[config.mk]
export PLATFORM = sky130hd
export DESIGN_NAME = p_i_cache_ctrl_nway_flat
export DESIGN_NICKNAME = d
export VERILOG_FILES = /design/src/rtl/p_i_cache_ctrl_nway_if.sv /design/src/rtl/p_i_cache_ctrl_nway.sv /design/src/flat_wrapper.sv
export SDC_FILE = /design/constraint.sdc
export NUM_CORES = 1
export LEC_CHECK = 0
export ABC_AREA = 1
export BUFFER_PORTS_ARGS = -buffer_cell sky130_fd_sc_hd__buf_2
export CORE_AREA = 2 2 39 41
export CTS_CLUSTER_SIZE = 25
export DETAILED_ROUTE_END_ITERATION = 10
export DIE_AREA = 0 0 41 43
export HOLD_SLACK_MARGIN = 0.02
export PLACE_DENSITY = 0.83
export SLEW_MARGIN = 5
export SYNTH_ARGS = -nofsm -noshare
export SYNTH_HDL_FRONTEND = slang
export SYNTH_SLANG_ARGS = --single-unit
[constraint.sdc]
create_clock -name clk -period 2.35 [get_ports clk]
set_clock_uncertainty 0.2 [all_clocks]
set_input_delay 0.47 -clock clk [delete_from_list [all_inputs] [get_ports clk]]
set_output_delay 0.47 -clock clk [all_outputs]
set_load 0.005 [all_outputs]
[src/rtl/p_i_cache_ctrl_nway_if.sv]
// Handshake bundle between the I-cache controller (master) and the fetch stage,
// stage-2 datapath and physical-memory read port (slave).
interface p_i_cache_ctrl_nway_if #(
  parameter int WAYS = 4,
  parameter int SETS = 8
);
  localparam int IDX_W = $clog2(SETS);

  logic             mem_read;
  logic             mem_resp;
  logic             s2_valid;
  logic [WAYS-1:0]  s2_hit_vec;
  logic [WAYS-1:0]  s2_valid_vec;
  logic [WAYS-2:0]  s2_plru;
  logic             pmem_read;
  logic             pmem_resp;
  logic [WAYS-1:0]  way_load;
  logic             valid_datain;
  logic             lru_load;
  logic [WAYS-2:0]  lru_datain;
  logic             addr_sel;
  logic             flush_req;
  logic             flush_active;
  logic [IDX_W-1:0] flush_index;
  logic             flush_done;

  modport master (
    input  mem_read, s2_valid, s2_hit_vec, s2_valid_vec, s2_plru, pmem_resp, flush_req,
    output mem_resp, pmem_read, way_load, valid_datain, lru_load, lru_datain,
           addr_sel, flush_active, flush_index, flush_done
  );

  modport slave (
    output mem_read, s2_valid, s2_hit_vec, s2_valid_vec, s2_plru, pmem_resp, flush_req,
    input  mem_resp, pmem_read, way_load, valid_datain, lru_load, lru_datain,
           addr_sel, flush_active, flush_index, flush_done
  );
endinterface

[src/rtl/p_i_cache_ctrl_nway.sv]
// WAYS-way read-only I-cache controller: hit/miss sequencing, line fill,
// tree-PLRU victim selection/update and an invalidate-all flush walk.
module p_i_cache_ctrl_nway #(
  parameter int WAYS = 4,
  parameter int SETS = 8
) (
  input logic                   clk,
  input logic                   rst,
  p_i_cache_ctrl_nway_if.master bus
);
  localparam int LW    = $clog2(WAYS);
  localparam int PW    = WAYS - 1;
  localparam int IDX_W = $clog2(SETS);

  typedef enum logic [2:0] {IDLE, LOOKUP, MISS, FILLED, FLUSH} state_t;

  state_t        state, state_nxt;
  logic          any_hit, lkp_hit, lkp_miss, flush_last;
  logic [LW-1:0] hit_way, victim_way;

  function automatic logic [LW-1:0] onehot_idx(input logic [WAYS-1:0] v);
    logic [LW-1:0] idx;
    idx = '0;
    for (int i = 0; i < WAYS; i++)
      if (v[i]) idx = LW'(i);
    return idx;
  endfunction

  // Invalid ways win; otherwise follow the tree (0 = left, 1 = right).
  function automatic logic [LW-1:0] pick_victim(input logic [WAYS-1:0] vv,
                                                input logic [PW-1:0]   p);
    logic [LW-1:0] idx;
    logic [PW-1:0] sh;
    int unsigned   n;
    idx = '0;
    n   = 0;
    if (&vv) begin
      for (int l = LW - 1; l >= 0; l--) begin
        sh = p >> n;
        if (sh[0]) begin
          idx[l] = 1'b1;
          n      = 2 * n + 2;
        end else begin
          n      = 2 * n + 1;
        end
      end
    end else begin
      for (int i = WAYS - 1; i >= 0; i--)
        if (!vv[i]) idx = LW'(i);
    end
    return idx;
  endfunction

  // Every node on the way's path is pointed away from it; other bits keep their value.
  function automatic logic [PW-1:0] plru_update(input logic [PW-1:0] old,
                                                input logic [LW-1:0] w);
    logic [PW-1:0] r;
    int unsigned   n;
    r = old;
    n = 0;
    for (int l = LW - 1; l >= 0; l--) begin
      if (w[l]) begin
        r = r & ~(PW'(1) << n);
        n = 2 * n + 2;
      end else begin
        r = r | (PW'(1) << n);
        n = 2 * n + 1;
      end
    end
    return r;
  endfunction

  assign any_hit    = |bus.s2_hit_vec;
  assign lkp_hit    = bus.s2_valid & bus.mem_read & any_hit;
  assign lkp_miss   = bus.s2_valid & bus.mem_read & ~any_hit;
  assign flush_last = (bus.flush_index == IDX_W'(SETS - 1));
  assign hit_way    = onehot_idx(bus.s2_hit_vec);
  assign victim_way = pick_victim(bus.s2_valid_vec, bus.s2_plru);

  always_ff @(posedge clk) begin
    if (rst) state <= IDLE;
    else     state <= state_nxt;
  end

  always_ff @(posedge clk) begin
    if (rst)                 bus.flush_index <= '0;
    else if (state == FLUSH) bus.flush_index <= bus.flush_index + IDX_W'(1);
  end

  always_comb begin
    state_nxt = state;
    unique case (state)
      IDLE: begin
        if (bus.flush_req)     state_nxt = FLUSH;
        else if (bus.mem_read) state_nxt = LOOKUP;
      end
      LOOKUP: begin
        // A hit is served in this cycle even when a flush is pending.
        if (lkp_hit)            state_nxt = bus.flush_req ? FLUSH : LOOKUP;
        else if (lkp_miss)      state_nxt = MISS;
        else if (bus.flush_req) state_nxt = FLUSH;
        else if (!bus.mem_read) state_nxt = IDLE;
      end
      MISS:    if (bus.pmem_resp) state_nxt = FILLED;
      FILLED:  if (any_hit)       state_nxt = LOOKUP;
      FLUSH:   if (flush_last)    state_nxt = IDLE;
      default: state_nxt = IDLE;
    endcase
  end

  always_comb begin
    bus.mem_resp     = 1'b0;
    bus.pmem_read    = 1'b0;
    bus.way_load     = '0;
    bus.valid_datain = 1'b0;
    bus.lru_load     = 1'b0;
    bus.lru_datain   = '0;
    bus.addr_sel     = 1'b0;
    bus.flush_active = 1'b0;
    bus.flush_done   = 1'b0;
    unique case (state)
      LOOKUP: begin
        if (lkp_hit) begin
          bus.mem_resp   = 1'b1;
          bus.lru_load   = 1'b1;
          bus.lru_datain = plru_update(bus.s2_plru, hit_way);
        end
      end
      MISS: begin
        bus.addr_sel  = 1'b1;
        bus.pmem_read = 1'b1;
        if (bus.pmem_resp) begin
          bus.way_load     = WAYS'(1) << victim_way;
          bus.valid_datain = 1'b1;
        end
      end
      FILLED: begin
        bus.addr_sel = 1'b1;
        if (any_hit) begin
          bus.mem_resp   = bus.mem_read;
          bus.lru_load   = 1'b1;
          bus.lru_datain = plru_update(bus.s2_plru, hit_way);
        end
      end
      FLUSH: begin
        bus.flush_active = 1'b1;
        bus.way_load     = '1;
        bus.lru_load     = 1'b1;
        bus.flush_done   = flush_last;
      end
      default: ;
    endcase
  end
endmodule

[src/flat_wrapper.sv]
// flat-port wrapper written by rule: the top's interface ports become plain ports
module p_i_cache_ctrl_nway_flat 
#(
  parameter int WAYS = 4,
  parameter int SETS = 8
)
  (clk, rst, bus_mem_read, bus_s2_valid, bus_s2_hit_vec, bus_s2_valid_vec, bus_s2_plru, bus_pmem_resp, bus_flush_req, bus_mem_resp, bus_pmem_read, bus_way_load, bus_valid_datain, bus_lru_load, bus_lru_datain, bus_addr_sel, bus_flush_active, bus_flush_index, bus_flush_done);
  p_i_cache_ctrl_nway_if #(.WAYS(WAYS), .SETS(SETS)) bus_i ();
  input logic clk;
  input logic rst;
  input wire logic [$bits(bus_i.mem_read)-1:0] bus_mem_read;
  input wire logic [$bits(bus_i.s2_valid)-1:0] bus_s2_valid;
  input wire logic [$bits(bus_i.s2_hit_vec)-1:0] bus_s2_hit_vec;
  input wire logic [$bits(bus_i.s2_valid_vec)-1:0] bus_s2_valid_vec;
  input wire logic [$bits(bus_i.s2_plru)-1:0] bus_s2_plru;
  input wire logic [$bits(bus_i.pmem_resp)-1:0] bus_pmem_resp;
  input wire logic [$bits(bus_i.flush_req)-1:0] bus_flush_req;
  output wire logic [$bits(bus_i.mem_resp)-1:0] bus_mem_resp;
  output wire logic [$bits(bus_i.pmem_read)-1:0] bus_pmem_read;
  output wire logic [$bits(bus_i.way_load)-1:0] bus_way_load;
  output wire logic [$bits(bus_i.valid_datain)-1:0] bus_valid_datain;
  output wire logic [$bits(bus_i.lru_load)-1:0] bus_lru_load;
  output wire logic [$bits(bus_i.lru_datain)-1:0] bus_lru_datain;
  output wire logic [$bits(bus_i.addr_sel)-1:0] bus_addr_sel;
  output wire logic [$bits(bus_i.flush_active)-1:0] bus_flush_active;
  output wire logic [$bits(bus_i.flush_index)-1:0] bus_flush_index;
  output wire logic [$bits(bus_i.flush_done)-1:0] bus_flush_done;
  assign bus_i.mem_read = bus_mem_read;
  assign bus_i.s2_valid = bus_s2_valid;
  assign bus_i.s2_hit_vec = bus_s2_hit_vec;
  assign bus_i.s2_valid_vec = bus_s2_valid_vec;
  assign bus_i.s2_plru = bus_s2_plru;
  assign bus_i.pmem_resp = bus_pmem_resp;
  assign bus_i.flush_req = bus_flush_req;
  assign bus_mem_resp = bus_i.mem_resp;
  assign bus_pmem_read = bus_i.pmem_read;
  assign bus_way_load = bus_i.way_load;
  assign bus_valid_datain = bus_i.valid_datain;
  assign bus_lru_load = bus_i.lru_load;
  assign bus_lru_datain = bus_i.lru_datain;
  assign bus_addr_sel = bus_i.addr_sel;
  assign bus_flush_active = bus_i.flush_active;
  assign bus_flush_index = bus_i.flush_index;
  assign bus_flush_done = bus_i.flush_done;
  p_i_cache_ctrl_nway #(.WAYS(WAYS), .SETS(SETS)) u_core (.clk(clk), .rst(rst), .bus(bus_i));
endmodule
Yosys cells after proc, flatten, opt, wreduce, memory -nomap -nowiden
Index checks and enable logic that the tools add are counted.

operators by class
  add/sub/neg operators = 1
  eq/ne operators = 10
  shift operators = 4
  mux-type cells = 51
  bitwise gates (word level) = 10
  reductions and logical operators = 5

operators with widths
  kind                                                                      number
  32-bit two-way mux                                                        5
  1-bit by 32-bit left shift with 3-bit output (first input constant)       2
  3-bit two-way mux                                                         18
  3-bit by 32-bit right shift with 1-bit output                             1
  2-bit two-way mux                                                         9
  3-bit case mux with 5 select lines                                        1
  1-bit two-way mux                                                         13
  4-bit case mux with 2 select lines                                        1
  3-bit bitwise AND                                                         2
  3-bit by 2-bit == test with 1-bit output (second input constant)          2
  3-bit == test (second input constant)                                     2
  3-bit inverter                                                            2
  3-bit bitwise OR                                                          2
  3-bit case mux with 2 select lines                                        1
  5-bit by 3-bit inequality test with 1-bit output (second input constant)  1
  5-bit AND reduction                                                       1
  4-bit two-way mux                                                         1
  2-bit by 1-bit inequality test with 1-bit output (second input constant)  2
  4-bit AND reduction                                                       1
  4-bit OR reduction                                                        1
  1-bit by 2-bit left shift with 4-bit output (first input constant)        1
  3-bit by 1-bit adder with 3-bit output (second input constant)            1
  1-bit bitwise AND                                                         3
  3-bit by 1-bit == test with 1-bit output (second input constant)          1
  7 further kinds                                                           7

word-level totals
  flip-flop bits (word level) = 6
  input bits = 17
  output and inout bits = 17
  word-level logic and storage cells = 83

Depth between registers and ports, before layout
  depth after elaboration = 12
  depth in mapped cells = 9
  depth with buffers taken out = 9

Worst setup path before layout
Ideal clock, no wire load.

  kind = in2out
  start point = input bus_s2_hit_vec[2]
  end point = output bus_lru_load
  arrival time = 1.067 ns
  required time = 1.680 ns
  setup slack = 0.613 ns
  cell stages on the path = 4
  path buffers = 0
  path through = nor2_1 -> nand2_1 -> o21ai_2 -> nand2_1

on the way
  longest elaborated chain between the ends = 4
  elaborated cells on any way between the ends = 5
  classes of those cells = mux: 3; bitwise: 1; reduce/logical: 1

RTL lines
  what                                  RTL line                    text
  from (decl)                           flat_wrapper.sv:13          input wire logic [$bits(bus_i.s2_hit_vec)-1:0] bus_s2_hit_vec;
  4-bit OR reduction *                  p_i_cache_ctrl_nway.sv:73   assign any_hit = |bus.s2_hit_vec;
  1-bit bitwise AND                     p_i_cache_ctrl_nway.sv:74   assign lkp_hit = bus.s2_valid & bus.mem_read & any_hit;
  1-bit two-way mux                     p_i_cache_ctrl_nway.sv:123  if (lkp_hit) begin
  1-bit case mux with 3 select lines *  p_i_cache_ctrl_nway.sv:121  unique case (state)
  to (decl)                             flat_wrapper.sv:22          output wire logic [$bits(bus_i.lru_load)-1:0] bus_lru_load;

Mark *: on every way between the ends. The rest lies on a longest branch, timed or not.

Worst setup path in the final report
  start point = register u_core.state[0]
  end point = output bus_lru_datain[1]

on the way
  longest elaborated chain between the ends = 2
  elaborated cells on any way between the ends = 3
  classes of those cells = eq/ne: 2; mux: 1

RTL lines
  what                                                                                                  RTL line                    text
  from (decl)                                                                                           p_i_cache_ctrl_nway.sv:17   state_t state, state_nxt;
  from (signal assigned)                                                                                p_i_cache_ctrl_nway.sv:82   else state <= state_nxt;
  3-bit by 2-bit == test with 1-bit output or 3-bit by 1-bit == test with 1-bit output (tied branches)  -
  3-bit case mux with 2 select lines *                                                                  p_i_cache_ctrl_nway.sv:121
  to (decl)                                                                                             flat_wrapper.sv:23          output wire logic [$bits(bus_i.lru_datain)-1:0] bus_lru_datain;

Marked as above.

==> results by stage <==
Clock network:
- The number of H-tree levels is 1.
- The clock passes through at most 2 buffers.
- The CTS sink count is 6.
- TritonCTS built the clock tree.
- In this run the post-CTS setup repair buffer count came out at 0.
- The clock-pin transition on the worst setup and hold timing paths is 40 ps.
- Post-CTS repair changed the size of 0 cells.
- The cell sitting at the root of the clock tree is a clkbuf_4.
- Buffers inserted during clock tree synthesis total 3.
- The clock insertion delay at the later pin of the skew report is 240 ps.
- In this run, post-CTS hold repair placed 0 buffers.

Timing:
- The count of endpoints failing setup in the final report is 0.
- The worst hold slack is 214 ps.
- The shortest period the worst path allows is 2160 ps.
- The hold violation count in the final report is 0.
- In the finished design, the share of the clock period the worst path needs comes to 92.1%.
- Setup repair after global routing left no endpoint under its margin.
- The count of pins over their slew limit came to 0.
- In this run the tightest slew margin relative to its limit is 72.4%.
- Setup total negative slack on the finished layout was measured at 0 ps.
- At the pin with the least slew margin, the transition time is 412 ps.
- For this run, the top clock speed supported by timing is 0.462 GHz.

Floorplanning:
- The row count is 14.
- The die is 41 microns wide.
- The top-level port count is 34.
- The initial core utilization is 41.9%.
- The region available for standard cell placement spans 1380 sq um.
- The die is 43 microns tall.
- The die footprint is 1760 sq um.

Yosys:
- The synthesized netlist devotes 15.3% of its cell area to compound gates.
- The mux cell area share after synthesis is 0%.
- Synthesis produced a netlist whose cell count is 97.
- Yosys printed 0 warnings.
- After synthesis, the largest family of logic cells by area is simple AND/OR/NAND/NOR gates.
- The number of unique standard cell types used by synthesis is 20.
- The adder and majority cell fraction of the synthesized area is 4.32%.
- The share of the Yosys chip area taken by registers is 20.7%.
- The average instance in the mapped netlist occupies 5.97 sq um.
- The synthesized-area fraction occupied by and/or/nand/nor cells is 49.0%.
- After synthesis the netlist holds a flip-flop and latch count of 6.
- The synthesized netlist devotes 1.51% of its cell area to XOR and XNOR gates.
- Synthesis produced a netlist with a net count of 116.
- Summing every instance area after synthesis gives 579 sq um.

Worst setup path:
- Setup slack on the worst reg-to-reg path comes out at 870 ps.
- The highest-delay cell along the critical path is dfxtp_1.
- The worst setup path is launched from a register.
- The origin of the critical flop-to-flop path is u_core.bus.flush_index[0].
- In this run the worst path has a maximum fanout of 6.
- The critical path capture point type is an output pin.
- The worst setup path is of the register to output pin kind.
- The largest stage delay on the critical path is 460 ps.
- Grouping stages by cell kind, the critical path spends the most delay in flip-flops.
- The number of buffers and inverters on the critical path is 2.
- In this run the critical register-to-register path is captured at u_core.state[0].
- Measured in cells, the most critical reg-to-reg path has a length of 7.
- STA puts the critical path data arrival time at 1490 ps.
- STA puts the critical path data required time at 1680 ps.
- The signal on the critical path passes through inv_2, nor2_1, nand2_1, nor2_2, o21ai_2, a211oi_2, buf_2.

Final layout:
- In the layout the commonest cells are buf_2 (33), nor2_1 (20), nand2_1 (20), inv_1 (12), o21ai_0 (8).
- The growth of design area from synthesis to finish is 35.9%.
- 0 antenna diodes ended up in the layout.
- The final layout contains 154 nets.
- Of the cells placed in the final design, the portion with a size suffix greater than 1 is 39.8%.
- After the flow finishes, the layout carries non-filler instances totaling 149.
- The finished cells cover 787 sq um.
- The library cell used most frequently in the layout, excluding fill and tap cells, is buf_2.

Global routing:
- The pin count of the biggest net entering global routing is 11.
- The initial antenna violation count is 0.
- The first global-routing pass estimated 2010 microns of wire.
- The via count of the first global-routing pass is 548.
- The total congestion overflow after global routing is 0.
- Across every metal layer, demand over resource in global routing totals 17.5%.

Placement:
- The congestion estimate from routability-driven global placement came to 0.857.
- After detailed placement, the total cell area comes to 764 sq um.
- Once placement completed, the tool counted placed cells totaling 146.
- The total half-perimeter wirelength after legalization and detailed placement is 1170 microns.
- The number of buffers added on ports is 33.

Drt:
- In this run the remaining antenna-violating nets after routing total 0.
- The number of optimization iterations in the first detailed-route pass is 4.
- The total routed wirelength is 1380 microns.
- The DRC marker count from the first detailed-route iteration is 15.
- After detailed routing, the number of remaining DRC violations is 0.
- Using the TritonRoute via totals, the vias-per-cell ratio works out to 4.75.
- Detailed routing inserted a total of 708 vias.
- In the final routed layout, each cell accounts on average for 9.23 microns.

Min path:
- The end point of the most critical hold path is u_core.state[0].
- The worst hold path cell count is 2.
- The startpoint of the most critical hold path is rst.
- The type of the worst min-delay path is primary input to register.

Run:
- The max-capacitance violation count is 0.

Pwr:
- The power density over the cells is 943 nW/um^2.
- The static leakage power is 0.000464 uW.
- The worst supply voltage drop on vdd is 544 uV.

Run status:
- The run finished with clean final reports.
==> stage by stage <==
stage / util [%] / setup slack [ps] / power [uW]
floorplan: - / 613 / 493
global placement: 55.2 / 376 / 637
detailed placement: 55.2 / 333 / 654
CTS: 56.9 / 210 / 752
global route: 56.9 / 97.4 / 822
finish: 56.9 / 186 / 742
==> routing by layer <==
layer  vias up  track usage (%)  routed length [microns]
met5         -                0                        0
met4         0             16.0                       45
met3         4             3.14                      111
met2        25             27.8                      649
met1       292             17.7                      569
li1        387                -                        -
==> where the power goes <==
part / switching, uW / internal (uW) / total (uW)
combinational: 256 / 189 / 445
sequential: 56.9 / 147 / 204
clock: 35.5 / 57.6 / 93.2
total: 349 / 393 / 742
==> worst register-to-register path, cell delays in order, from the launching register on <==
cell and delay, ps:
dfxtp_1 370, ha_1 160, ha_1 130, inv_1 60, nand3_2 90, nand3_2 90
o21ai_0 200, a21oi_2 70
==> cell type report <==
type / instances / area (sq um)
clock buffer: 3 / 22.5
fill: 133 / 597
inverter: 14 / 52.6
multi-input combinational: 77 / 407
sequential: 6 / 120
tap: 16 / 20.0
timing repair buffer: 33 / 165
==> kinds of logic after synthesis <==
family | count (synthesis)
AO/OA/AOI/OAI | 14
XOR/XNOR | 1
adder cells (fa/ha/maj) | 2
buffers and inverters | 14
flip-flops | 6
AND/OR/NAND/NOR | 60
==> registers in the layout, summed over array words and instances (netlist names) <==
register,cells
u_core.bus.flush_index,3
u_core.state,3
==> cell usage after synthesis <==
cell type	number	area share, %
nand3b_1	1	1.3
nor2_2	4	4.3
a21oi_1	2	1.7
nand3_2	3	5.2
o21ai_0	8	6.9
a211oi_2	1	2.2
xor2_1	1	1.5
a21oi_2	1	1.5
ha_1	2	4.3
nand4_1	2	2.2
dfxtp_1	6	21
o21ai_2	2	3.0
nor2_1	20	13
nand2_2	3	3.2
nor3_2	1	1.7
nand2_1	20	13
inv_2	2	1.3
nand3_1	5	4.3
nor3_1	1	0.86
inv_1	12	7.8
==> how the worst max path moves through the flow <==
stage | depth (start not counted) | slack (ps) | start | end
global route | 6 | 100 | u_core.state[2] | bus_way_load[2]
finish | 7 | 190 | u_core.state[0] | bus_lru_datain[1]
global placement | 6 | 380 | bus_s2_hit_vec[2] | bus_lru_load
floorplan | 4 | 610 | bus_s2_hit_vec[2] | bus_lru_load
detailed placement | 6 | 330 | bus_s2_hit_vec[2] | bus_lru_load
CTS | 7 | 210 | u_core.state[0] | bus_lru_datain[1]
Power figures use the tool's default switching activity.
